<file path="config.mk">
export PLATFORM = sky130hd
export DESIGN_NAME = dm_access_arbiter
export DESIGN_NICKNAME = d
export VERILOG_FILES = /design/src/rtl/dm_arb_pkg.sv /design/src/rtl/dm_burst_addr_gen.sv /design/src/rtl/dm_access_arbiter.sv
export SDC_FILE = /design/constraint.sdc
export NUM_CORES = 1
export LEC_CHECK = 0
export BUFFER_PORTS_ARGS = -buffer_cell sky130_fd_sc_hd__buf_2
export CAP_MARGIN = 20
export CORE_MARGIN = 2
export CORE_UTILIZATION = 48
export CTS_BUF_LIST = sky130_fd_sc_hd__clkbuf_4
export CTS_CLUSTER_SIZE = 8
export DETAILED_ROUTE_END_ITERATION = 7
export MAX_ROUTING_LAYER = met4
export PLACE_DENSITY = 0.84
export SYNTH_ARGS = -nofsm -noshare
export SYNTH_HDL_FRONTEND = slang
export SYNTH_SLANG_ARGS = --single-unit
</file>
<file path="constraint.sdc">
create_clock -name clk -period 2.7 [get_ports clk]
set_input_delay 0.27 -clock clk [delete_from_list [all_inputs] [get_ports clk]]
set_output_delay 0.27 -clock clk [all_outputs]
set_load 0.03 [all_outputs]
</file>
<file path="src/rtl/dm_arb_pkg.sv">
// ----------------------------------------------------------------------------
// dm_arb_pkg
// Shared types and constants for the data-memory access arbiter.
//   arb_state_e    : arbiter FSM encoding (IDLE -> BURST -> DRAIN -> IDLE)
//   arb_src_e      : which requester owns the memory port in the current cycle
//   STARVE_LIM_DEF : default count of consecutive core wins during a burst
//                    before a DMA beat is forced through
//   sat_inc16      : saturating 16-bit increment for the optional perf counters
// ----------------------------------------------------------------------------
package dm_arb_pkg;

    typedef enum logic [1:0] {
        ST_IDLE  = 2'd0,
        ST_BURST = 2'd1,
        ST_DRAIN = 2'd2
    } arb_state_e;

    typedef enum logic {
        SRC_CORE = 1'b0,
        SRC_DMA  = 1'b1
    } arb_src_e;

    localparam int STARVE_LIM_DEF = 4;

    function automatic logic [15:0] sat_inc16(input logic [15:0] v);
        return (v == 16'hffff) ? v : v + 16'd1;
    endfunction

endpackage

</file>
<file path="src/rtl/dm_burst_addr_gen.sv">
// ----------------------------------------------------------------------------
// dm_burst_addr_gen
// Holds the parameters of the accepted DMA burst and walks its beat index.
//   clk        in   clock
//   rst_ni     in   asynchronous active-low reset
//   load_i     in   burst accepted: capture base/len, restart at beat 0
//   base_i     in   burst start address
//   len_i      in   burst beat count
//   advance_i  in   a beat was issued this cycle: step to the next beat
//   addr_o     out  address of the current beat (base + index, wraps)
//   last_o     out  current beat is the final one of the burst
// ----------------------------------------------------------------------------
module dm_burst_addr_gen #(
    parameter int DMA_SIZE = 16,
    parameter int BURST_W  = 8
) (
    input  logic                clk,
    input  logic                rst_ni,
    input  logic                load_i,
    input  logic [DMA_SIZE-1:0] base_i,
    input  logic [BURST_W-1:0]  len_i,
    input  logic                advance_i,
    output logic [DMA_SIZE-1:0] addr_o,
    output logic                last_o
);

    logic [DMA_SIZE-1:0] base_q, base_d;
    logic [BURST_W-1:0]  len_q, len_d;
    logic [BURST_W-1:0]  beat_idx_q, beat_idx_d;

    always_comb begin
        base_d     = base_q;
        len_d      = len_q;
        beat_idx_d = beat_idx_q;
        if (load_i) begin
            base_d     = base_i;
            len_d      = len_i;
            beat_idx_d = '0;
        end else if (advance_i) begin
            beat_idx_d = beat_idx_q + BURST_W'(1);
        end
    end

    always_ff @(posedge clk or negedge rst_ni) begin
        if (!rst_ni) begin
            base_q     <= '0;
            len_q      <= '0;
            beat_idx_q <= '0;
        end else begin
            base_q     <= base_d;
            len_q      <= len_d;
            beat_idx_q <= beat_idx_d;
        end
    end

    // Sum is truncated to the address width so a burst near the top of the
    // map wraps to address 0.
    assign addr_o = base_q + DMA_SIZE'(beat_idx_q);

    // Only meaningful while a burst is active; zero-length bursts never
    // reach the beat phase, so len_q-1 underflow is harmless.
    assign last_o = (beat_idx_q == (len_q - BURST_W'(1)));

endmodule

</file>
<file path="src/rtl/dm_access_arbiter.sv">
// ----------------------------------------------------------------------------
// dm_access_arbiter
// Shares the single data-memory port between the core load/store path and an
// external DMA burst requester. The core has priority; after STARVE_LIM
// consecutive core wins inside a burst, the next DMA beat is forced and the
// core is stalled for that cycle. Write data is registered into bc_dt so the
// memory sees it one cycle after the address (execute+1 write timing).
//
// Optional feature macro: DM_ARB_PERF_EN adds perf_stall_cnt / perf_beat_cnt.
//
// Ports
//   clk, reset                     clock, asynchronous active-low reset
//   core_dm_req/wrb/add/wdata      core access request
//   core_stall                     core request not issued this cycle
//   core_dm_rdata                  memory read data (one cycle after issue)
//   dma_req/wrb/base_add/len       burst request; wrb/base/len sampled at grant
//   dma_wdata                      write beat data, consumed when dma_wdata_rd
//   dma_gnt                        burst accepted (pulse, grant cycle)
//   dma_wdata_rd                   write beat consumed this cycle
//   dma_rvalid, dma_rdata          read beat data
//   dma_done                       burst complete (pulse, drain cycle)
//   ps_dm_cslt/ps_dm_wrb/dg_dm_add memory select / write enable / address
//   bc_dt                          registered memory write data
//   dm_bc_dt                       memory read data
//   perf_stall_cnt/perf_beat_cnt   (DM_ARB_PERF_EN only) saturating counters
// ----------------------------------------------------------------------------
module dm_access_arbiter
    import dm_arb_pkg::*;
#(
    parameter int DMA_SIZE   = 16,
    parameter int DMD_SIZE   = 16,
    parameter int BURST_W    = 8,
    parameter int STARVE_LIM = STARVE_LIM_DEF
) (
    input  logic                clk,
    input  logic                reset,
    input  logic                core_dm_req,
    input  logic                core_dm_wrb,
    input  logic [DMA_SIZE-1:0] core_dm_add,
    input  logic [DMD_SIZE-1:0] core_dm_wdata,
    output logic                core_stall,
    output logic [DMD_SIZE-1:0] core_dm_rdata,
    input  logic                dma_req,
    input  logic                dma_wrb,
    input  logic [DMA_SIZE-1:0] dma_base_add,
    input  logic [BURST_W-1:0]  dma_len,
    input  logic [DMD_SIZE-1:0] dma_wdata,
    output logic                dma_gnt,
    output logic                dma_wdata_rd,
    output logic                dma_rvalid,
    output logic [DMD_SIZE-1:0] dma_rdata,
    output logic                dma_done,
`ifdef DM_ARB_PERF_EN
    output logic [15:0]         perf_stall_cnt,
    output logic [15:0]         perf_beat_cnt,
`endif
    output logic                ps_dm_cslt,
    output logic                ps_dm_wrb,
    output logic [DMA_SIZE-1:0] dg_dm_add,
    output logic [DMD_SIZE-1:0] bc_dt,
    input  logic [DMD_SIZE-1:0] dm_bc_dt
);

    localparam int STW = $clog2(STARVE_LIM + 1);

    arb_state_e          state_q, state_d;
    logic [STW-1:0]      starve_q, starve_d;
    logic                burst_wrb_q, burst_wrb_d;
    logic [DMD_SIZE-1:0] bc_dt_q, bc_dt_d;
    logic                dma_rvalid_q, dma_rvalid_d;

    logic                issue;
    arb_src_e            src_sel;
    logic                stall;
    logic                gnt;
    logic                load;
    logic                advance;
    logic                issue_wrb;
    logic [DMA_SIZE-1:0] issue_add;
    logic [DMD_SIZE-1:0] issue_wdata;
    logic [DMA_SIZE-1:0] beat_addr;
    logic                beat_last;

    dm_burst_addr_gen #(
        .DMA_SIZE (DMA_SIZE),
        .BURST_W  (BURST_W)
    ) u_addr_gen (
        .clk       (clk),
        .rst_ni    (reset),
        .load_i    (load),
        .base_i    (dma_base_add),
        .len_i     (dma_len),
        .advance_i (advance),
        .addr_o    (beat_addr),
        .last_o    (beat_last)
    );

    // ------------------------------------------------------------------
    // Next state and issue decision
    // ------------------------------------------------------------------
    always_comb begin
        state_d  = state_q;
        starve_d = starve_q;
        issue    = 1'b0;
        src_sel  = SRC_CORE;
        stall    = 1'b0;
        gnt      = 1'b0;
        load     = 1'b0;
        advance  = 1'b0;

        case (state_q)
            ST_IDLE: begin
                if (core_dm_req) begin
                    issue = 1'b1;
                end else if (dma_req) begin
                    // Grant cycle: nothing reaches memory, parameters latch.
                    gnt      = 1'b1;
                    load     = 1'b1;
                    starve_d = '0;
                    state_d  = (dma_len == '0) ? ST_DRAIN : ST_BURST;
                end
            end

            ST_BURST: begin
                if (core_dm_req && (starve_q < STW'(STARVE_LIM))) begin
                    issue    = 1'b1;
                    starve_d = starve_q + STW'(1);
                end else begin
                    issue    = 1'b1;
                    src_sel  = SRC_DMA;
                    advance  = 1'b1;
                    starve_d = '0;
                    stall    = core_dm_req;
                    if (beat_last) begin
                        state_d = ST_DRAIN;
                    end
                end
            end

            ST_DRAIN: begin
                // Final beat is completing in memory; core may still go.
                issue   = core_dm_req;
                state_d = ST_IDLE;
            end

            default: begin
                state_d = ST_IDLE;
            end
        endcase
    end

    // ------------------------------------------------------------------
    // Issue mux
    // ------------------------------------------------------------------
    assign issue_wrb   = (src_sel == SRC_DMA) ? burst_wrb_q : core_dm_wrb;
    assign issue_add   = (src_sel == SRC_DMA) ? beat_addr   : core_dm_add;
    assign issue_wdata = (src_sel == SRC_DMA) ? dma_wdata   : core_dm_wdata;

    always_comb begin
        burst_wrb_d  = load ? dma_wrb : burst_wrb_q;
        bc_dt_d      = (issue && issue_wrb) ? issue_wdata : bc_dt_q;
        dma_rvalid_d = issue && (src_sel == SRC_DMA) && !burst_wrb_q;
    end

    always_ff @(posedge clk or negedge reset) begin
        if (!reset) begin
            state_q      <= ST_IDLE;
            starve_q     <= '0;
            burst_wrb_q  <= 1'b0;
            bc_dt_q      <= '0;
            dma_rvalid_q <= 1'b0;
        end else begin
            state_q      <= state_d;
            starve_q     <= starve_d;
            burst_wrb_q  <= burst_wrb_d;
            bc_dt_q      <= bc_dt_d;
            dma_rvalid_q <= dma_rvalid_d;
        end
    end

    // ------------------------------------------------------------------
    // Outputs. Combinational paths are gated by reset so every output is
    // forced low the instant reset is asserted, even with requests held.
    // ------------------------------------------------------------------
    assign ps_dm_cslt    = reset & issue;
    assign ps_dm_wrb     = reset & issue & issue_wrb;
    assign dg_dm_add     = (reset && issue) ? issue_add : '0;
    assign core_stall    = reset & stall;
    assign dma_wdata_rd  = reset & issue & (src_sel == SRC_DMA) & burst_wrb_q;
    assign dma_gnt       = reset & gnt;
    assign dma_done      = reset & (state_q == ST_DRAIN);
    assign dma_rvalid    = dma_rvalid_q;
    assign bc_dt         = bc_dt_q;
    assign core_dm_rdata = reset ? dm_bc_dt : '0;
    assign dma_rdata     = reset ? dm_bc_dt : '0;

`ifdef DM_ARB_PERF_EN
    logic [15:0] perf_stall_q, perf_stall_d;
    logic [15:0] perf_beat_q, perf_beat_d;

    always_comb begin
        perf_stall_d = stall ? sat_inc16(perf_stall_q) : perf_stall_q;
        perf_beat_d  = advance ? sat_inc16(perf_beat_q) : perf_beat_q;
    end

    always_ff @(posedge clk or negedge reset) begin
        if (!reset) begin
            perf_stall_q <= '0;
            perf_beat_q  <= '0;
        end else begin
            perf_stall_q <= perf_stall_d;
            perf_beat_q  <= perf_beat_d;
        end
    end

    assign perf_stall_cnt = perf_stall_q;
    assign perf_beat_cnt  = perf_beat_q;
`endif

endmodule

</file>
==> out/metrics.yaml <==
first_pass_iters: 4
hold_violations: 0
crit_start: "u_addr_gen.beat_idx_q[0]"
synth_area_leaders: "dfrtp_1, mux2_2, nand2_1"
crit_family: "compound AO/OA/AOI/OAI gates"
synth_top_family_by_area: "simple AND/OR/NAND/NOR gates"
muxShareOfSynthArea_pct: 7.39
r2r_end: "state_q[0]"
cp.buffers_inverters: 2
synth_fp_nets: 507
avgSynthCellArea_sq_um: 8.74
grt_usage_pct: 23.9
drive_above_1_share_pct: 43.8
synth_edf_count: 0
grt_pass1_vias: 3109
drv_slew: 0
die_y_um: 89.5
areaGrowthSynthToFinish_pct: 33.7
crit_fanout: 2
reg2reg_depth: 7
synth_cell_types: 41
dp_slack_ps: 79.3
async_reset_ff_share_pct: 100
rows: 31
hpwl_um: 7360
drt_wl_total_um: 10200
antenna_found_initial: 0
drv_cap: 0
ant_nets: 0
cts-buffers-inserted: 5
fin_crit_ps: 2850
grt_max_degree: 48
critPathSlowestCell: "dfrtp_1"
p_leak_nw: 2.31
p_sw_mw: 2.33
fin_worst_hold_slack_ps: 89.9
numPortBuffers: 164
syn-instance-count: 401
p_comb_share_pct: 59.5
synth_compound_area_share_pct: 14.4
setup_viol_count_final: 6
startpoint_type: "flop"
crit_end: "dg_dm_add[8]"
ios: 165
cts_sinks: 55
synthTopCellsByCount: "dfrtp_1, nand2_1, nor2_1, a21oi_1, mux2_2"
cts_tree: "yes"
yosys.area.top_type: "dfrtp_1"
die_w_um: 89.5
timing.fmax_ghz: 0.351
switching_share_pct: 47.4
synthFlopType: "dfrtp_1"
path_clk_slew_ps: 190
grt_pass1_wl_um: 14400
worst_slew_pin_slew_ps: 587
yosys.area.top_type_share_pct: 39.3
r2r-start: "u_addr_gen.len_q[0]"
relSlewSlack_pct: 60.9
p_int_mw: 2.58
via_per_inst: 5.40
end_kind: "primary output"
cts-root-buf: "clkbuf_4"
synth-seq-cells: 55
wl_per_cell_um: 15.6
final_cells: 656
cp.required_ps: 2430
die-area_sq_um: 8000
synth_fa_ha_area_share_pct: 4.50
rsz0062_at_grt: "yes"
clock_latency_ps: 390
post-route-period-util_pct: 106
worst_ep_arrival_time_ps: 2580
nNetsFinal: 662
path_class: "reg2out"
synth-xor-area-share_pct: 6.71
overflow: 0
mappedNetlistArea_sq_um: 3510
htree_num_levels: 2
pwr-share-seq_pct: 30.9
r2r_slack_ps: 750
fillers: 573
synth_simple_gate_area_share_pct: 21.2
postLayoutCoreUtil_pct: 65.3
place.gp.congestion: 0.912
core_area_sq_um: 7180
cp.depth: 10
synth-seq-area-share_pct: 39.3
dp.cells: 639
power_density_nw_per_um2: 1050
hold_path.class: "in2reg"
power_mw: 4.91
num_vias: 3545
drc_errors: 0
slowest_delay_ps: 400
ir_drop_uv: 618
setup_ws_ps: -151
clk_path_buf_depth: 2
violations: "negative setup slack"
outcome: "finished, violations left"
clkPwrFrac_pct: 9.6
path_cells: "ha_2 > inv_2 > fa_2 > nand2b_4 > a211oi_4 > or3_1 > a21oi_2 > and4_1 > a311o_1 > buf_6"
drt_iter0_markers: 251
ys_warn_count: 0
antenna_cells: 0
start_util_pct: 48.9
finalClockSkew_ps: 32.8
per-layer routing:
layer | routed length, um | GRT usage (%)
met5 | 0 | -
met4 | 204 | 6.92
met3 | 612 | 3.88
met2 | 5420 | 43.0
met1 | 3980 | 27.3
worst min-delay path by stage:
stage                           startpoint                     to  slack, ps  cells past startpoint
after floorplan                      reset               bc_dt[0]        -30                      0
after global placement               reset            starve_q[1]        290                      2
after detailed placement             reset            starve_q[0]        300                      2
after CTS                 dma_base_add[15]  u_addr_gen.base_q[15]         90                      2
after global routing      dma_base_add[15]  u_addr_gen.base_q[15]         70                      2
final                     dma_base_add[15]  u_addr_gen.base_q[15]         90                      2
placed cells by master (no fill, tap or decap), types with 3 or more instances in the layout:
master and instances:
ha_4 3, nand2b_1 6, nand3_1 8, buf_2 152, nor3_1 3, mux2_2 23
a21oi_1 17, a21o_1 5, nor2_1 38, nand2_1 55, xor2_1 15, ha_2 3
a21oi_2 4, inv_1 7, clkbuf_4 5, and3_1 5, nor4_1 5, o21ai_2 3
buf_4 27, nand3b_1 3, nor2b_1 4, nand4_1 4, a31oi_1 17, ha_1 5
dfrtp_2 3, and2_1 18, dfrtp_1 52, o21ai_1 4, o21ai_0 14, xnor2_1 10
buf_6 4
flip-flops by register name, indices dropped and copies added (netlist names):
register / count
u_addr_gen.base_q: 16
burst_wrb_q: 1
dma_rvalid: 1
state_q: 2
u_addr_gen.beat_idx_q: 8
starve_q: 3
bc_dt: 16
u_addr_gen.len_q: 8
cell families (layout without fill, tap and decap cells):
| family | Yosys count | count (layout) |
|---|---|---|
| buffers and inverters | 44 | 200 |
| AND/OR/NAND/NOR | 158 | 158 |
| AO/OA/AOI/OAI | 83 | 83 |
| XOR/XNOR | 26 | 26 |
| flip-flops | 55 | 55 |
| adder cells (fa/ha/maj) | 12 | 12 |
| multiplexers | 23 | 23 |
area by class of cell:
cell class | instances | area (sq um) | share of cell area [%]
clock buffer | 5 | 37.5 | 0.801
clock inverter | 3 | 46.3 | 0.987
inverter | 8 | 30.0 | 0.641
multi-input combinational | 302 | 2050 | 43.8
sequential | 55 | 1380 | 29.4
tap | 99 | 124 | 2.64
timing repair buffer | 184 | 1020 | 21.7
what timing repair did:
| item | CTS | global route |
|---|---|---|
| pin swaps | 21 | 13 |
| cloned | 0 | 0 |
| endpoints found under the setup margin | 11 | 12 |
| setup buffers | 4 | 4 |
| hold buffers | 1 | 0 |
| gates resized for setup | 34 | 20 |
| endpoints found under the hold margin | 8 | 0 |
power groups by stage:
stage / Clock (mW) / Combinational (mW) / Sequential, mW
2_1_floorplan: 0 / 1.60 / 1.71
3_3_place_gp: 0 / 2.43 / 1.49
3_5_place_dp: 0 / 2.52 / 1.52
4_1_cts: 0.478 / 2.70 / 1.51
5_1_grt: 0.512 / 3.16 / 1.57
6_report: 0.470 / 2.93 / 1.52
stage by stage:
step | TNS, ps | instance area, sq um
after floorplan | 0 | 3510
after global placement | 0 | 4350
after detailed placement | 0 | 4350
after CTS | -346 | 4580
after global routing | -1370 | 4690
final | -449 | 4690
No activity file was read; power rests on OpenSTA's default activity.
